## config.mk

```make
export PLATFORM = sky130hd
export DESIGN_NAME = axi_sram_slave
export DESIGN_NICKNAME = d
export VERILOG_FILES = /design/src/rtl/axi_sram_slave.sv
export SDC_FILE = /design/constraint.sdc
export NUM_CORES = 1
export LEC_CHECK = 0
export ABC_AREA = 0
export ABC_CLOCK_PERIOD_IN_PS = 1700
export BUFFER_PORTS_ARGS = -buffer_cell sky130_fd_sc_hd__buf_2
export CAP_MARGIN = 20
export CORE_AREA = 2 2 110 112
export DETAILED_ROUTE_END_ITERATION = 8
export DIE_AREA = 0 0 112 114
export GPL_ROUTABILITY_DRIVEN = 0
export PLACE_DENSITY_LB_ADDON = 0.15
export REMOVE_ABC_BUFFERS = 1
export SLEW_MARGIN = 30
export SYNTH_ARGS = -nofsm -noshare
export SYNTH_HDL_FRONTEND = slang
export SYNTH_SLANG_ARGS = --single-unit
```

## constraint.sdc

```tcl
create_clock -name ACLK -period 1.7 [get_ports ACLK]
set_input_delay 0.085 -clock ACLK [delete_from_list [all_inputs] [get_ports ACLK]]
set_output_delay 0.085 -clock ACLK [all_outputs]
set_load 0.02 [all_outputs]
```

## src/rtl/axi_sram_slave.sv

```systemverilog
// AXI-style slave that maps single beats and INCR/FIXED bursts (up to 16 beats)
// onto one single-port synchronous SRAM bank. One transaction in flight at a time.
module axi_sram_slave #(
  parameter int ADDR_W = 14,
  parameter int ID_W   = 8
) (
  input  logic              ACLK,
  input  logic              ARESETn,
  // write address
  input  logic [ID_W-1:0]   AWID_S,
  input  logic [31:0]       AWADDR_S,
  input  logic [3:0]        AWLEN_S,
  input  logic [2:0]        AWSIZE_S,
  input  logic [1:0]        AWBURST_S,
  input  logic              AWVALID_S,
  output logic              AWREADY_S,
  // write data
  input  logic [31:0]       WDATA_S,
  input  logic [3:0]        WSTRB_S,
  input  logic              WLAST_S,
  input  logic              WVALID_S,
  output logic              WREADY_S,
  // write response
  output logic [ID_W-1:0]   BID_S,
  output logic [1:0]        BRESP_S,
  output logic              BVALID_S,
  input  logic              BREADY_S,
  // read address
  input  logic [ID_W-1:0]   ARID_S,
  input  logic [31:0]       ARADDR_S,
  input  logic [3:0]        ARLEN_S,
  input  logic [2:0]        ARSIZE_S,
  input  logic [1:0]        ARBURST_S,
  input  logic              ARVALID_S,
  output logic              ARREADY_S,
  // read data
  output logic [ID_W-1:0]   RID_S,
  output logic [31:0]       RDATA_S,
  output logic [1:0]        RRESP_S,
  output logic              RLAST_S,
  output logic              RVALID_S,
  input  logic              RREADY_S,
  // SRAM
  output logic              CEB,
  output logic [3:0]        WEB,
  output logic [ADDR_W-1:0] A,
  output logic [31:0]       DI,
  input  logic [31:0]       DO
);

  typedef enum logic [2:0] {IDLE, R_FETCH, R_DATA, W_DATA, W_RESP} state_e;

  localparam logic [1:0] BURST_FIXED = 2'b00;
  localparam logic [1:0] RESP_OKAY   = 2'b00;
  localparam logic [1:0] RESP_SLVERR = 2'b10;

  state_e              state_q;
  logic [ID_W-1:0]     id_q;
  logic [ADDR_W-1:0]   addr_q, addr_d;
  logic [3:0]          len_q;
  logic [3:0]          cnt_q;
  logic [1:0]          burst_q;
  logic                err_q;
  logic                rvalid_q;
  logic                rlast_q;
  logic                bvalid_q;
  logic [1:0]          bresp_q;

  logic                w_beat;
  logic                w_at_len;
  logic                w_done;
  logic                w_err;

  // Size and out-of-bank address bits are decoded upstream.
  logic unused_bits;
  assign unused_bits = ^{AWSIZE_S, ARSIZE_S, AWADDR_S[31:ADDR_W+2], AWADDR_S[1:0],
                         ARADDR_S[31:ADDR_W+2], ARADDR_S[1:0]};

  // WRAP and the reserved encoding both advance like INCR.
  assign addr_d   = (burst_q == BURST_FIXED) ? addr_q : addr_q + ADDR_W'(1);

  assign w_beat   = (state_q == W_DATA) && WVALID_S;
  assign w_at_len = (cnt_q == len_q);
  assign w_done   = WLAST_S || w_at_len;
  assign w_err    = WLAST_S != w_at_len;

  // NOTE: every register here uses <= so all next-state terms read pre-edge values.
  always_ff @(posedge ACLK) begin
    if (!ARESETn) begin
      state_q  <= IDLE;
      id_q     <= '0;
      addr_q   <= '0;
      len_q    <= '0;
      cnt_q    <= '0;
      burst_q  <= '0;
      err_q    <= 1'b0;
      rvalid_q <= 1'b0;
      rlast_q  <= 1'b0;
      bvalid_q <= 1'b0;
      bresp_q  <= RESP_OKAY;
    end else begin
      case (state_q)
        IDLE: begin
          if (AWVALID_S) begin
            id_q    <= AWID_S;
            addr_q  <= AWADDR_S[ADDR_W+1:2];
            len_q   <= AWLEN_S;
            burst_q <= AWBURST_S;
            cnt_q   <= '0;
            state_q <= W_DATA;
          end else if (ARVALID_S) begin
            id_q    <= ARID_S;
            addr_q  <= ARADDR_S[ADDR_W+1:2];
            len_q   <= ARLEN_S;
            burst_q <= ARBURST_S;
            cnt_q   <= '0;
            state_q <= R_FETCH;
          end
        end
        R_FETCH: begin
          rvalid_q <= 1'b1;
          rlast_q  <= (cnt_q == len_q);
          state_q  <= R_DATA;
        end
        R_DATA: begin
          if (RREADY_S) begin
            rvalid_q <= 1'b0;
            rlast_q  <= 1'b0;
            if (rlast_q) begin
              state_q <= IDLE;
            end else begin
              cnt_q   <= cnt_q + 4'd1;
              addr_q  <= addr_d;
              state_q <= R_FETCH;
            end
          end
        end
        W_DATA: begin
          if (WVALID_S) begin
            cnt_q  <= cnt_q + 4'd1;
            addr_q <= addr_d;
            if (w_err) err_q <= 1'b1;
            if (w_done) begin
              bvalid_q <= 1'b1;
              bresp_q  <= (err_q || w_err) ? RESP_SLVERR : RESP_OKAY;
              state_q  <= W_RESP;
            end
          end
        end
        W_RESP: begin
          if (BREADY_S) begin
            bvalid_q <= 1'b0;
            bresp_q  <= RESP_OKAY;
            err_q    <= 1'b0;
            state_q  <= IDLE;
          end
        end
        default: state_q <= IDLE;
      endcase
    end
  end

  // Write strobes must reach the SRAM in the same cycle as the W handshake,
  // so the SRAM-side and ready outputs are decoded from state, gated by reset.
  assign AWREADY_S = ARESETn && (state_q == IDLE);
  assign ARREADY_S = ARESETn && (state_q == IDLE) && !AWVALID_S;
  assign WREADY_S  = ARESETn && (state_q == W_DATA);

  assign CEB = !(ARESETn && ((state_q == R_FETCH) || w_beat));
  assign WEB = (ARESETn && w_beat) ? ~WSTRB_S : 4'hF;
  assign A   = addr_q;
  assign DI  = (ARESETn && w_beat) ? WDATA_S : '0;

  // DO holds while CEB is high, so read data stays stable through RREADY stalls.
  assign RDATA_S  = (state_q == R_DATA) ? DO : '0;
  assign RVALID_S = rvalid_q;
  assign RLAST_S  = rlast_q;
  assign RID_S    = id_q;
  assign RRESP_S  = RESP_OKAY;

  assign BVALID_S = bvalid_q;
  assign BID_S    = id_q;
  assign BRESP_S  = bresp_q;

endmodule
```

### Yosys cells after proc, flatten, opt, wreduce, memory -nomap -nowiden

Index checks and enable logic that the tools add are counted.

* output and inout bits: 109
* register bits: 41
* logic and storage cells: 95
* input port bits: 174

* add/subtract/negate cells: 2
* eq/ne operators: 13
* reductions and logical operators: 23
* bitwise operators: 1
* mux-type cells: 45

Operators by type and width (number)
* $mux W14: 6
* $mux W32: 2
* $pmux W14 S3: 1
* $mux W4: 8
* $mux W3: 6
* $mux W8: 2
* $pmux W3 S5: 1
* $add A14 B1 Y14 const B: 1
* $mux W2: 6
* $ne A2 B2 Y1 const B: 6
* $pmux W4 S3: 1
* $reduce_and A5 Y1: 2
* $pmux W1 S2: 4
* $reduce_and A4 Y1: 2
* $mux W1: 7
* $eq A3 B2 Y1 const B: 2
* $logic_and A1 B1 Y1: 6
* $reduce_bool A2 Y1: 3
* $add A4 B1 Y4 const B: 1
* $eq A4 B4 Y1: 1
* $not A4 Y4: 1
* $pmux W2 S2: 1
* $reduce_and A2 Y1: 2
* $eq A3 B1 Y1 const B: 1
* 8 further kinds: 11

### Longest topological paths before layout

* word-level depth: 7
* gate-level depth with buffers: 8
* gate-level depth less buffers: 8

### Worst setup path before layout

No wires, ideal clock.

* kind: reg2reg
* start point: reg addr_q[0] (netlist: A[0])
* end point: reg addr_q[10] (netlist: A[10])
* setup time: 0.088 ns
* arrival time: 1.514 ns
* stages on the path, launching flop included: 7
* path slack: 0.097 ns
* required time: 1.612 ns
* path buffers: 0
* clock period less this slack: 1.603 ns
* cell sequence: dfxtp_1 ha_1 nand3_1 or2_2 nor4_1 a21oi_1 o32ai_2

* longest elaborated chain between the ends: 5
* elaborated cells on any way between the ends: 6
* those cells by class: 1 x add/sub; 5 x mux

Ends and longest elaborated chain
* start, declared: line 59 `logic [ADDR_W-1:0] addr_q, addr_d;`
* start signal, assigned: line 106 `addr_q <= AWADDR_S[ADDR_W+1:2];`
* start signal, assigned: line 113 `addr_q <= ARADDR_S[ADDR_W+1:2];`
* start signal, assigned: line 133 `addr_q <= addr_d;`
* $add A14 B1 Y14 (*): line 80 `assign addr_d = (burst_q == BURST_FIXED) ? addr_q : addr_q + ADDR_W'(1);`
* $mux W14 (*): line 80
* $mux W14: line 129 `if (rlast_q) begin`
* $mux W14: line 126 `if (RREADY_S) begin`
* $pmux W14 S3 (*): line 102 `case (state_q)`

Mark *: on every way between the ends. The rest lies on a longest branch, timed or not. The select of a mux whose other input is x is not followed.
A chain may end at the register's enable or synchronous reset.

### Worst setup path in the final report

* start point: reg state_q[2]
* end point: out DI[22]

* longest elaborated chain between the ends: 4

Ends and longest elaborated chain
* start, declared: line 57 `state_e state_q;`
* start signal, assigned: line 90 `state_q <= IDLE;`
* start signal, assigned: line 110 `state_q <= W_DATA;`
* start signal, assigned: line 117 `state_q <= R_FETCH;`
* $eq A3 B2 Y1: line 82 `assign w_beat = (state_q == W_DATA) && WVALID_S;`
* $logic_and A1 B1 Y1: line 82
* $logic_and A1 B1 Y1: line 172 `assign DI = (ARESETn && w_beat) ? WDATA_S : '0;`
* $mux W32: line 172
* end, declared: line 47 `output logic [31:0] DI,`

Every way passes these cells.

==> flow_metrics.env <==
export IMPL_whs_ns=0.140
export IMPL_die_w_microns=112
export IMPL_netlist_area_leader_share=0.274
export IMPL_synth_seq_cells=40
export IMPL_cts_hold_buf=0
export IMPL_ir_worst_vdd_uv=432
export IMPL_wl_per_cell_microns=14.0
export IMPL_drive_above_1_share=0.498
export IMPL_vias=3587
export IMPL_finalHoldViolCount=0
export IMPL_num_io_pins=283
export IMPL_rsz0062_at_grt="true"
export IMPL_setup_tns_ns=0
export IMPL_avgSynthCellArea_sq_um=7.79
export IMPL_dpl_hpwl_mm=8.18
export IMPL_finalSetupViolCount=0
export IMPL_drtIter0Drc=134
export IMPL_yosys_warnings=0
export IMPL_cts_root_buf="clkbuf_16"
export IMPL_cp_data_arrival_time_ns=1.60
export IMPL_cap_viol_max_count=0
export IMPL_numCtsBuffers=5
export IMPL_crit_path_cell_trace="nand3b_1 > nor2_4 > clkbuf_16 > and3_1 > buf_2"
export IMPL_dp_slack_ns=-0.0301
export IMPL_finish_net_count=791
export IMPL_async_flop_share=0
export IMPL_drc=0
export IMPL_critPathTopFamily="simple AND/OR/NAND/NOR gates"
export IMPL_die_y_microns=114
export IMPL_p_leak_uw=0.00247
export IMPL_cts_path_max_buffers=2
export IMPL_core_sq_um=11700
export IMPL_start_kind="flip-flop"
export IMPL_grt_pass1_vias=3205
export IMPL_viasPerCell=4.72
export IMPL_synth_area_leaders="dfxtp_1, mux2i_1, and2_1"
export IMPL_max_stage_delay_ns=0.36
export IMPL_synth_edf_count=0
export IMPL_final_period_utilization=0.989
export IMPL_required_ns=1.62
export IMPL_synth_flop_cell="dfxtp_1"
export IMPL_synthCells=376
export IMPL_post_route_min_period_ns=1.68
export IMPL_syn2layout_area_growth_pct=59.5
export IMPL_wirelength_mm=10.7
export IMPL_yosys_area_top_type="dfxtp_1"
export IMPL_cts_sinks=40
export IMPL_critPathKind="flip-flop to output port"
export IMPL_fp_dieArea_sq_um=12800
export IMPL_cpMaxStageDelayCell="dfxtp_2"
export IMPL_setup_slack_ns=0.0193
export IMPL_grt_antenna_before_repair=1
export IMPL_rows=40
export IMPL_clk_pin_slew_ns=0.06
export IMPL_slew_viol_final=0
export IMPL_track_usage=0.152
export IMPL_reg2reg_depth=8
export IMPL_p_total_uw=4330
export IMPL_ys_seq_area_frac=0.274
export IMPL_ant_nets=0
export IMPL_hp_class="primary input to flip-flop"
export IMPL_status="completed"
export IMPL_start_util=0.250
export IMPL_min_path_cells=4
export IMPL_critPathBufInv=2
export IMPL_htree_levels=2
export IMPL_gr_total_overflow=0
export IMPL_netlist_area_sq_um=2930
export IMPL_grt_max_degree=34
export IMPL_worst_setup_path_end_kind="output port"
export IMPL_clock_latency_ns=0.28
export IMPL_place_port_buffers=237
export IMPL_worst_clock_skew_ns=0.00407
export IMPL_cts_tree="yes"
export IMPL_worst_path_stages=5
export IMPL_firstDrtPassIters=4
export IMPL_fmax_mhz=595
export IMPL_pwr_density_cell_nw_per_um2=927
export IMPL_crit_fanout=16
export IMPL_ys_types=51
export IMPL_grt_pass1_wl_mm=16.0
export IMPL_finish_utilization=0.399
[worst min-delay path: cells and delay by family]
family / cells / cell delay, ns
compound gates: 1 / 0.06
buf+inv: 1 / 0.10
simple gates: 2 / 0.14
[final cells by class]
class | instances | area, sq um
Multi-Input combinational cell | 294 | 1920
Timing Repair Buffer | 270 | 1610
Sequential cell | 40 | 811
Antenna cell | 1 | 2.50
Fill cell | 1229 | 7040
Clock buffer | 5 | 125
Tap cell | 147 | 184
Inverter | 3 | 11.3
[cells in the mapped netlist (all sizes together) (2+ instances only)]
master / number
and3: 36
xor2: 4
nand4: 4
xnor2: 4
a31o: 2
o21ai: 15
ha: 3
or2: 2
dfxtp: 40
inv: 3
mux2: 4
mux2i: 23
nand2b: 2
clkbuf: 13
a21oi: 23
o31a: 2
nor4: 2
and2: 36
nand2: 25
o211ai: 4
nand3b: 2
o32ai: 4
nor3: 6
a31oi: 2
buf: 28
nand3: 10
o21a: 4
nor2b: 5
a211oi: 16
nor2: 39
[power by group]
part           leakage (uW)  internal (uW)  switching, uW
Sequential         0.000331           1140            184
Clock             0.0000616            519            351
Combinational       0.00208            907           1230
Total               0.00247           2560           1760
[logic make-up (layout without fill, tap and decap cells)]
logic type,after synthesis,after routing,share of synthesized area
AND/OR/NAND/NOR,175,175,0.325
AO/OA/AOI/OAI,78,78,0.182
flip-flops,40,40,0.274
adder cells (fa/ha/maj),3,3,0.0128
XOR/XNOR,8,8,0.0239
multiplexers,27,27,0.0940
buffers and inverters,44,278,0.0872
other,1,4,0.00128
[timing repair]
item / CTS / global route
pin swaps: 1 / 3
endpoints found under the setup margin: 78 / 61
cloned: 1 / 1
resized for setup: 9 / 56
buffers inserted: 1 / 1
[metrics by stage]
stage	instances	area [sq um]
2_1_floorplan	337	2690
3_3_place_gp	750	4300
3_5_place_dp	750	4300
4_1_cts	757	4460
5_1_grt	760	4670
6_report	760	4670
[flip-flops by register name, summed over array words and instances (netlist names)]
name      cells
A            14
BID_S         8
cnt_q         4
len_q         4
state_q       3
burst_q       2
BRESP_S       1
BVALID_S      1
RLAST_S       1
RVALID_S      1
err_q         1
[worst paths after layout]
path	from	end	slack (ns)
hold reg to reg	BRESP_S[1]$_SDFFE_PN0P_	BRESP_S[1]$_SDFFE_PN0P_	0.48
setup reg to reg	cnt_q[3]$_SDFFE_PN0P_	BRESP_S[1]$_SDFFE_PN0P_	0.13
setup / recovery	state_q[2]$_SDFFE_PN0P_	DI[22]	0.02
hold / removal	RREADY_S	RVALID_S$_SDFFE_PN0P_	0.14
[metal layers]
| layer | GRT usage | wire (microns) | vias to the layer above |
|---|---|---|---|
| met3 | 0.0228 | 736 | 18 |
| met5 | 0 | 0 | - |
| li1 | - | - | 1794 |
| met4 | 0.0374 | 253 | 0 |
| met1 | 0.186 | 4260 | 1612 |
| met2 | 0.280 | 5420 | 163 |
[cell usage in the layout (no fill, tap or decap), types with 3 or more instances in the layout]
cell and count:
buf_2 206, buf_4 45, dfxtp_1 36, and3_1 36, and2_1 35, nor2_1 35
nand2_1 25, mux2i_1 23, a21oi_1 22, a211oi_1 16, buf_6 16, o21ai_0 13
nand3_1 8, nor3_1 6, clkbuf_16 6, xnor2_1 4, nand4_1 4, nor2b_1 4
o21a_1 4, xor2_1 4, mux2_2 4, o211ai_1 4, inv_1 3, nor2_4 3
ha_1 3, conb_1 3
No activity file was read; power rests on OpenSTA's default activity.
